File: config.mk
export PLATFORM = sky130hd
export DESIGN_NAME = mx_block_scale_stream
export DESIGN_NICKNAME = d
export VERILOG_FILES = /design/src/rtl/mx_block_scale_stream.sv
export SDC_FILE = /design/constraint.sdc
export NUM_CORES = 1
export LEC_CHECK = 0
export BUFFER_PORTS_ARGS = -buffer_cell sky130_fd_sc_hd__clkbuf_2
export CAP_MARGIN = 30
export CORE_UTILIZATION = 56
export DETAILED_ROUTE_END_ITERATION = 7
export PLACE_DENSITY = 0.76
export SETUP_SLACK_MARGIN = 0.15
export SLEW_MARGIN = 25
export SYNTH_ARGS = -nofsm -noshare
export SYNTH_HDL_FRONTEND = slang
export SYNTH_SLANG_ARGS = --single-unit
File: constraint.sdc
create_clock -name i_clk -period 2.37 [get_ports i_clk]
set_clock_uncertainty 0.2 [all_clocks]
set_input_delay 0.3555 -clock i_clk [delete_from_list [all_inputs] [get_ports i_clk]]
set_output_delay 0.3555 -clock i_clk [all_outputs]
set_load 0.01 [all_outputs]
File: src/rtl/mx_block_scale_stream.sv
// Block-scaling front end for MX quantisation: buffers one block of signed elements,
// derives the shared E8M0 scale from the largest magnitude, then replays sign/magnitude.
module mx_block_scale_stream #(
  parameter int unsigned width_i      = 8,
  parameter int unsigned block_size   = 32,
  parameter int unsigned width_shift  = 8,
  parameter int          scale_offset = 0
) (
  input  logic                   i_clk,
  input  logic                   i_rst,
  input  logic                   i_valid,
  output logic                   o_ready,
  input  logic [width_i-1:0]     i_num,
  input  logic                   i_nan,
  output logic                   o_valid,
  input  logic                   i_ready,
  output logic [width_i-1:0]     o_num,
  output logic                   o_sign,
  output logic                   o_nan,
  output logic [width_shift-1:0] o_shift,
  output logic [7:0]             o_scale,
  output logic                   o_first,
  output logic                   o_last
);

  localparam int unsigned CntW = $clog2(block_size);
  localparam logic [width_i-1:0] MagMax = {1'b0, {(width_i-1){1'b1}}};
  localparam logic [CntW-1:0] CntLast = CntW'(block_size - 1);

  typedef enum logic [1:0] {StFill, StCalc, StDrain} state_e;

  state_e state_q, state_d;
  logic [CntW-1:0]        wr_cnt_q, rd_cnt_q;
  logic [width_i-1:0]     max_q;
  logic                   nan_any_q;
  logic [width_shift-1:0] shift_q, shift_calc;
  logic [7:0]             scale_q, scale_calc;

  logic [width_i-1:0] mem_num  [block_size];
  logic               mem_sign [block_size];
  logic               mem_nan  [block_size];

  logic               accept, out_hs, wr_last, rd_last;
  logic [width_i-1:0] neg_num, in_mag;
  int                 msb_idx, scale_raw;

  assign o_ready = (state_q == StFill);
  assign o_valid = (state_q == StDrain);
  assign accept  = i_valid && o_ready;
  assign out_hs  = o_valid && i_ready;
  assign wr_last = (wr_cnt_q == CntLast);
  assign rd_last = (rd_cnt_q == CntLast);

  // Most negative input has no positive twin; it saturates to the largest magnitude.
  always_comb begin
    neg_num = '0 - i_num;
    in_mag  = i_num;
    if (i_num[width_i-1]) begin
      in_mag = neg_num[width_i-1] ? MagMax : neg_num;
    end
  end

  always_comb begin
    msb_idx = 0;
    for (int i = 0; i < int'(width_i); i++) begin
      if (max_q[i]) msb_idx = i;
    end
    scale_raw = 127 + msb_idx + scale_offset;
    if (scale_raw < 0) scale_raw = 0;
    if (scale_raw > 254) scale_raw = 254;
    shift_calc = width_shift'(int'(width_i) - 1 - msb_idx);
    scale_calc = 8'(scale_raw);
    if (max_q == '0) begin
      shift_calc = '0;
      scale_calc = '0;
    end
    if (nan_any_q) scale_calc = 8'hFF;
  end

  always_comb begin
    state_d = state_q;
    unique case (state_q)
      StFill:  if (accept && wr_last) state_d = StCalc;
      StCalc:  state_d = StDrain;
      StDrain: if (out_hs && rd_last) state_d = StFill;
      default: state_d = StFill;
    endcase
  end

  always_ff @(posedge i_clk or posedge i_rst) begin
    if (i_rst) begin
      state_q   <= StFill;
      wr_cnt_q  <= '0;
      rd_cnt_q  <= '0;
      max_q     <= '0;
      nan_any_q <= 1'b0;
      shift_q   <= '0;
      scale_q   <= '0;
    end else begin
      state_q <= state_d;
      if (accept) begin
        wr_cnt_q <= wr_last ? '0 : wr_cnt_q + 1'b1;
        if (i_nan) begin
          nan_any_q <= 1'b1;
        end else if (in_mag > max_q) begin
          max_q <= in_mag;
        end
      end
      if (state_q == StCalc) begin
        shift_q <= shift_calc;
        scale_q <= scale_calc;
      end
      if (out_hs) begin
        rd_cnt_q <= rd_last ? '0 : rd_cnt_q + 1'b1;
        if (rd_last) begin
          max_q     <= '0;
          nan_any_q <= 1'b0;
        end
      end
    end
  end

  // NaN/Inf payloads are kept verbatim with a cleared sign.
  always_ff @(posedge i_clk) begin
    if (accept) begin
      mem_num[wr_cnt_q]  <= i_nan ? i_num : in_mag;
      mem_sign[wr_cnt_q] <= i_nan ? 1'b0 : i_num[width_i-1];
      mem_nan[wr_cnt_q]  <= i_nan;
    end
  end

  assign o_num   = o_valid ? mem_num[rd_cnt_q] : '0;
  assign o_sign  = o_valid ? mem_sign[rd_cnt_q] : 1'b0;
  assign o_nan   = o_valid ? mem_nan[rd_cnt_q] : 1'b0;
  assign o_first = o_valid && (rd_cnt_q == '0);
  assign o_last  = o_valid && rd_last;
  assign o_shift = shift_q;
  assign o_scale = scale_q;

endmodule

==> results by group, run 1 <==
Synthesis
  • Mapped Avg Cell Area: 17.8 um^2
  • Top post-synthesis cells by count: 320 x edfxtp_1, 55 x mux4_2, 48 x nor2_1
  • EDFF count, synth: 320
  • Yosys top cell area share: about two thirds
  • Synth area leaders: edfxtp_1 67%, mux4_2 8.6%, dfrtp_1 5.2%, mux2i_1 3.1%, ha_1 1.7%
  • Yosys reg bits: 350
  • Cells after synthesis: 807
  • Most frequent cell after synthesis: edfxtp_1
  • Post-synth top area cell: edfxtp_1
  • Synth Flop Type: edfxtp_1
  • Ys async rst share: roughly 8.6%
  • Post-Syn Area: ~14,000 um^2
  • Unique masters post-synth: 54
  • Ys Warns: 0
  • Sequential cell area fraction in the yosys report: a little over 70%

Setup path
  • Critical Path Start: rd_cnt_q[0]$_DFFE_PP0P_
  • Kind of end point of the critical path: output pin
  • Crit Path Class: flip-flop to output pin
  • Critical path required time: approximately 1.8 ns
  • WP data arrival: between 2 and 3 ns
  • Reg2Reg Launch Point: rd_cnt_q[0]$_DFFE_PP0P_
  • Maximum fanout along the worst path: 14
  • Reg2Reg Depth: 9
  • Startpoint types: flip-flop

Die
  • Die ar.: ~26,000 um^2
  • Chip width: around 160 um
  • Io pins: between 40 and 50
  • Initial Util: a little under three fifths
  • Core Rows: 58
  • Core area: 25,200 um^2
  • Die Ht: around 160 um

STA
  • Max Transition Viols Final: 0
  • Fin. Hold Viols: 0
  • Max Fclk: just over 300 MHz
  • Tmin final: about 3.2 ns
  • Final setup violation count: 19
  • Worst slew margin: 54.9%
  • RSZ-0062 raised after global routing: yes
  • Worst-Margin Slew: between 0.6 and 0.7 ns
  • Tcrit/Tclk final: 136%
  • Final setup margin: -0.843 ns

CTS
  • CTS tree: yes
  • Bufs on Longest Clock Path: 3
  • Clock latency on the worst-skew pair: about 0.51 ns
  • CTS HTree Levels: 2
  • CTS sink count: between 300 and 400
  • Root Driver: clkbuf_16
  • Register clock-pin slew on the reported worst setup and hold paths: roughly 0.060 ns
  • CTS Buf Count: 36

Routing
  • Wirelength per Cell: roughly 25 um
  • DRT Pass-1 Iters: 5
  • Final ANT Viol Nets: 0
  • Metal2 WL: around 17 mm
  • Met1 WL: roughly 13 mm
  • Wire length on met3: around 2.4 mm
  • Iter 0 DRT Violations: between 700 and 800
  • DR vias: 8,093
  • Avg Vias per Cell: around 6.2
  • DR top layer: met4
  • Total Wirelength: roughly 33 mm
  • Remaining DRCs: 0

Global routing
  • First-pass GRT wire length: 49.1 mm
  • Grt total ovfl: 0
  • Largest net degree at the start of global routing: 45
  • Vias in the first global route: roughly 8,300
  • Initial antenna violation count: 0
  • Tot GR Track Use: between 20 and 30%

Worst hold path
  • Hold Path Origin: i_num[0]
  • Worst Hold Depth: 5
  • Hold Path Class: input pin to flip-flop

Outcome
  • Status: complete, but fails checks
  • Failing checks: setup timing

Cells and area
  • Filler cell count: 1,472
  • Proportion of layout cells with a drive suffix above 1: between 30% and 40%
  • Seq. cell area: between 10,000 and 15,000 um^2
  • Final Cell Area: around 18,000 um^2
  • Area of the multi-input gates: 4320 um^2
  • NumNets Final: between 900 and 1,000
  • Finished Layout Cells: between 1,000 and 1,500
  • Antenna diode count: 0
  • Synth-to-Final Area Change: 22.9%

Placed design
  • Detail Placement HPWL: about 20 mm
  • Dpl cells: 1,216
  • RePlAce Congestion: 0.857
  • Place WS: -0.789 ns
  • IO buf count: 37
  • Area after DPL: 16,100 um^2

Flow run
  • Max-Cap Viols: 0

Pwr
  • Power, Total: roughly 20 mW
  • Pleak: a little over 6 nW
  • Max rail drop VDD: around 0.00065 V
  • Pwr Density: 1120 nW/um^2
[through the flow]
stage | setup TNS, ns | utilization (%) | hold slack [ns]
2_1_floorplan | -10.04 | - | 0.246
3_3_place_gp | -7.21 | 63.7 | 0.216
3_5_place_dp | -8.47 | 63.8 | 0.239
4_1_cts | -9.57 | 69.4 | 0.177
5_1_grt | -11.01 | 70.3 | 0.213
6_report | -9.54 | 70.3 | 0.185
[power breakdown]
| group | internal, mW | switching [mW] |
|---|---|---|
| Combinational | 3.34 | 3.61 |
| Sequential | 7.05 | 0.315 |
| Clock | 3.23 | 2.24 |
[worst paths after layout]
check,end,slack [ns]
setup reg to reg,rd_cnt_q[2]$_DFFE_PP0P_,0.11
max in group asynchronous,rd_cnt_q[0]$_DFFE_PP0P_,1.38
min in group asynchronous,o_scale[0]$_DFFE_PP0N_,0.26
setup / recovery,o_num[5],-0.84
hold / removal,max_q[0]$_DFF_PP0_,0.19
hold reg to reg,o_scale[5]$_DFFE_PP0N_,0.34
[state kept, by name, indices dropped and copies added (netlist names)]
register   flops
o_shift        3
nan_any_q      1
mem_sign      32
rd_cnt_q       5
o_scale        6
wr_cnt_q       5
mem_nan       32
state_q        2
max_q          8
mem_num      256
[critical path: stages (launching register included)]
cell       delay, ns
dfrtp_4         0.48
buf_6           0.24
mux4_2          0.59
a2111oi_2       0.46
buf_4           0.20
a211oi_2        0.04
clkbuf_2        0.14
[cell type report]
cell class / count / area share (%)
sequential: 350 / 58.6
multi-input combinational: 391 / 24.4
timing repair buffer: 141 / 7.62
clock buffer: 49 / 5.72
tap: 330 / 2.33
clock inverter: 16 / 0.799
inverter: 23 / 0.509
[layer usage]
layer	global-route usage, %	vias to the layer above
li1	-	3500
met1	33.7	4154
met2	43.9	373
met3	4.43	66
met4	7.38	0
met5	0	-
[placed cells by master (no fill, tap or decap), types with 4 or more instances in the layout]
cell type / netlist / routed
o22ai_1: 12 / 9
clkinv_2: 0 / 6
mux4_2: 55 / 58
o21ai_0: 20 / 15
a22oi_1: 9 / 4
and2_1: 6 / 6
o221ai_1: 9 / 9
inv_1: 22 / 22
buf_12: 0 / 20
clkbuf_1: 18 / 9
nor3_1: 5 / 4
ha_1: 19 / 17
a22oi_2: 0 / 5
a211oi_2: 0 / 9
edfxtp_1: 320 / 320
a21oi_2: 0 / 8
a22o_1: 12 / 9
a2111oi_4: 0 / 7
clkbuf_16: 0 / 40
mux2i_1: 44 / 42
and3_1: 4 / 4
a21oi_1: 23 / 15
nor2b_1: 7 / 5
clkinv_1: 1 / 5
conb_1: 1 / 5
buf_4: 9 / 72
dfrtp_1: 30 / 28
nor2_4: 0 / 35
nand2_1: 39 / 35
nor2_1: 48 / 12
nand2_2: 0 / 4
nand3_1: 7 / 6
clkbuf_2: 1 / 36
[kinds of logic after synthesis]
kind of cell,Yosys count,share of synthesized area [%]
other,1,0.0260
XOR/XNOR,1,0.0608
multiplexers,108,13.0
AO/OA/AOI/OAI,124,6.21
flip-flops,350,72.0
buffers and inverters,70,2.73
adder cells (fa/ha/maj),19,1.65
AND/OR/NAND/NOR,134,4.36
[what timing repair did]
| item | in CTS | in global routing |
|---|---|---|
| setup buffers | 7 | 6 |
| pin swaps | 10 | 5 |
| hold buffers | 3 | 0 |
| endpoints found under the setup margin | 20 | 39 |
| hold endpoints to repair | 32 | 0 |
| gates cloned | 1 | 2 |
| gates resized for setup | 31 | 23 |
(Power assumes the default switching activity.)
==> run 2, diff against run 1 <==
Settings changed: CTS_CLUSTER_DIAMETER set to 80, SETUP_SLACK_MARGIN 0.15 to unset.
==> results by group, run 2 (synthesis gave the netlist of run 1 again) <==
Outcome
  • Failing checks: setup timing
  • Status: complete, but fails checks

CTS
  • CTS tree: yes
  • CTS sink count: 350 (unchanged)
  • Register clock-pin slew on the reported worst setup and hold paths: 0.06 ns (about the same)
  • CTS HTree Levels: 2 (unchanged)
  • Clock latency on the worst-skew pair: 0.51 ns (about the same)
  • Root Driver: clkbuf_16
  • Bufs on Longest Clock Path: 3 (unchanged)
  • CTS Buf Count: 35 (-2.8%)

Pwr
  • Pleak: 6.39 nW (+4.3%)
  • Max rail drop VDD: 0.000798 V (+24%)
  • Pwr Density: 1130 nW/um^2 (+0.89%)
  • Power, Total: 20.1 mW (+1.4%)

Setup path
  • Slowest stage cell, crit path: mux4_2
  • Critical path required time: 1.81 ns (about the same)
  • WP data arrival: 2.67 ns (about the same)
  • Crit Path Class: flip-flop to output pin
  • Reg2Reg Depth: 9 (unchanged)
  • CP Cell Sequence: buf_12 -> buf_8 -> mux4_2 -> a22o_4 -> a2111oi_4 -> buf_4 -> a211oi_2 -> clkbuf_2
  • R2r endpoint: rd_cnt_q[0]$_DFFE_PP0P_
  • Startpoint types: flip-flop
  • Kind of end point of the critical path: output pin
  • Worst path max stage delay: 0.51 ns (-0.08 ns)
  • Reg2Reg Launch Point: rd_cnt_q[0]$_DFFE_PP0P_
  • FF-to-FF setup slack: 0 ns (-0.11 ns)
  • Maximum fanout along the worst path: 6 (-8)

Routing
  • DRT Pass-1 Iters: 5 (unchanged)
  • Final ANT Viol Nets: 0 (unchanged)
  • Remaining DRCs: 0 (unchanged)
  • Iter 0 DRT Violations: 929 (+31%)
  • Avg Vias per Cell: 6.22 (-0.10%)
  • DR vias: 8,408 (+3.9%)
  • Total Wirelength: 34.3 mm (+4.5%)
  • Wirelength per Cell: 25.4 um (+0.44%)

STA
  • Max Transition Viols Final: 0 (unchanged)
  • Tcrit/Tclk final: 136% (+0.51 points)
  • Worst-Margin Slew: 0.703 ns (+0.0275 ns)
  • Final setup margin: -0.855 ns (-0.0120 ns)
  • RSZ-0062 raised after global routing: yes
  • Tmin final: 3.22 ns (+0.0120 ns)
  • Fin. Hold Viols: 0 (unchanged)
  • Final setup violation count: 20 (+1)
  • Setup TNS: -9.44 ns (+0.0957 ns)
  • Fin Hold WS: 0.152 ns (-0.0330 ns)
  • Max Fclk: 310 MHz (-0.37%)
  • Worst slew margin: 53.0% (-1.9 points)

Cells and area
  • Util after Layout: 70.6% (+0.35 points)
  • Commonest non-fill, non-tap cell in the layout: edfxtp_1
  • Finished Layout Cells: 1,352 (+4.0%)
  • Proportion of layout cells with a drive suffix above 1: 35.6% (-0.78 points)
  • Most frequent cells in the layout: 320 x edfxtp_1, 120 x buf_4, 59 x mux4_2
  • Synth-to-Final Area Change: 23.5%
  • Antenna diode count: 0 (unchanged)
  • Biggest register: mem_num
  • Max FFs per register: 256 (unchanged)
  • Final Cell Area: 17,800 um^2 (+0.50%)
  • NumNets Final: 1,027 (+5.3%)
  • Biggest regs: mem_num x256, mem_nan x32, mem_sign x32

Worst hold path
  • Hold Path Origin: i_num[0]
  • Hold EP: max_q[0]$_DFF_PP0_
  • Worst Hold Depth: 5 (unchanged)
  • Hold Path Class: input pin to flip-flop

Die
  • Initial Util: 57.2% (unchanged)
  • Die Ht: 162 um (unchanged)
  • Core Rows: 58 (unchanged)
  • Core area: 25,200 um^2 (unchanged)
  • Io pins: 43 (unchanged)
  • Die ar.: 26,400 um^2 (unchanged)
  • Chip width: 162 um (unchanged)

Global routing
  • Largest net degree at the start of global routing: 33 (-27%)
  • Tot GR Track Use: 26.3% (+0.75 points)
  • Initial antenna violation count: 0 (unchanged)
  • Grt total ovfl: 0 (unchanged)
  • Vias in the first global route: 8,365 (+0.88%)
  • First-pass GRT wire length: 50.5 mm (+2.8%)

Placed design
  • Detail Placement HPWL: 19.5 mm (-3.6%)
  • IO buf count: 37 (unchanged)
  • Place WS: -0.705 ns (+0.0834 ns)
  • Area after DPL: 15,900 um^2 (-1.1%)
  • RePlAce Congestion: 0.855 (-0.20%)
  • Dpl cells: 1,254 (+3.1%)

Flow run
  • Max-Cap Viols: 0 (unchanged)
-- run 2: critical path, delay by kind of cell (launching register included) --
kind | cells | cell delay, ns
AO/OA/AOI/OAI | 3 | 0.55
buffers and inverters | 4 | 0.61
flip-flops | 1 | 0.49
multiplexers | 1 | 0.51
-- run 2: report_power, final --
part / switching, mW / internal (mW) / total, mW
Clock: 2.23 / 3.14 / 5.36
Sequential: 0.250 / 7.05 / 7.30
Combinational: 3.76 / 3.64 / 7.40
-- run 2: per-layer routing --
metal | track usage, % | part of all wire, % | vias to the layer above
met5 | 0 | 0 | -
met4 | 7.55 | 2.6 | 0
met3 | 3.34 | 7.8 | 69
met2 | 44.7 | 51 | 449
met1 | 36.0 | 39 | 4282
li1 | - | - | 3608
-- run 2: worst max path at each step --
stage | end | start | depth (start not counted)
4_1_cts | o_nan | rd_cnt_q[0]$_DFFE_PP0P_ | 8
6_report | o_num[4] | rd_cnt_q[0]$_DFFE_PP0P_ | 8
2_1_floorplan | max_q[2]$_DFF_PP0_ | i_num[0] | 11
3_3_place_gp | max_q[6]$_DFF_PP0_ | i_num[0] | 11
5_1_grt | o_num[4] | rd_cnt_q[0]$_DFFE_PP0P_ | 8
3_5_place_dp | max_q[4]$_DFF_PP0_ | i_num[0] | 11
-- run 2: repair_timing --
action	4_1_cts	5_1_grt
gates cloned	3	1
pin swaps	23	11
setup buffers	13	16
setup endpoints to repair	22	23
hold buffers	3	0
resized for setup	59	31
hold endpoints to repair	18	0
-- run 2: area by class of cell --
type                       count  area, um^2
tap                          330         413
inverter                      23        86.3
clock buffer                  46         938
fill                        1495        7400
sequential                   350       10400
clock inverter                18         175
timing repair buffer         194        1740
multi-input combinational    391        4070
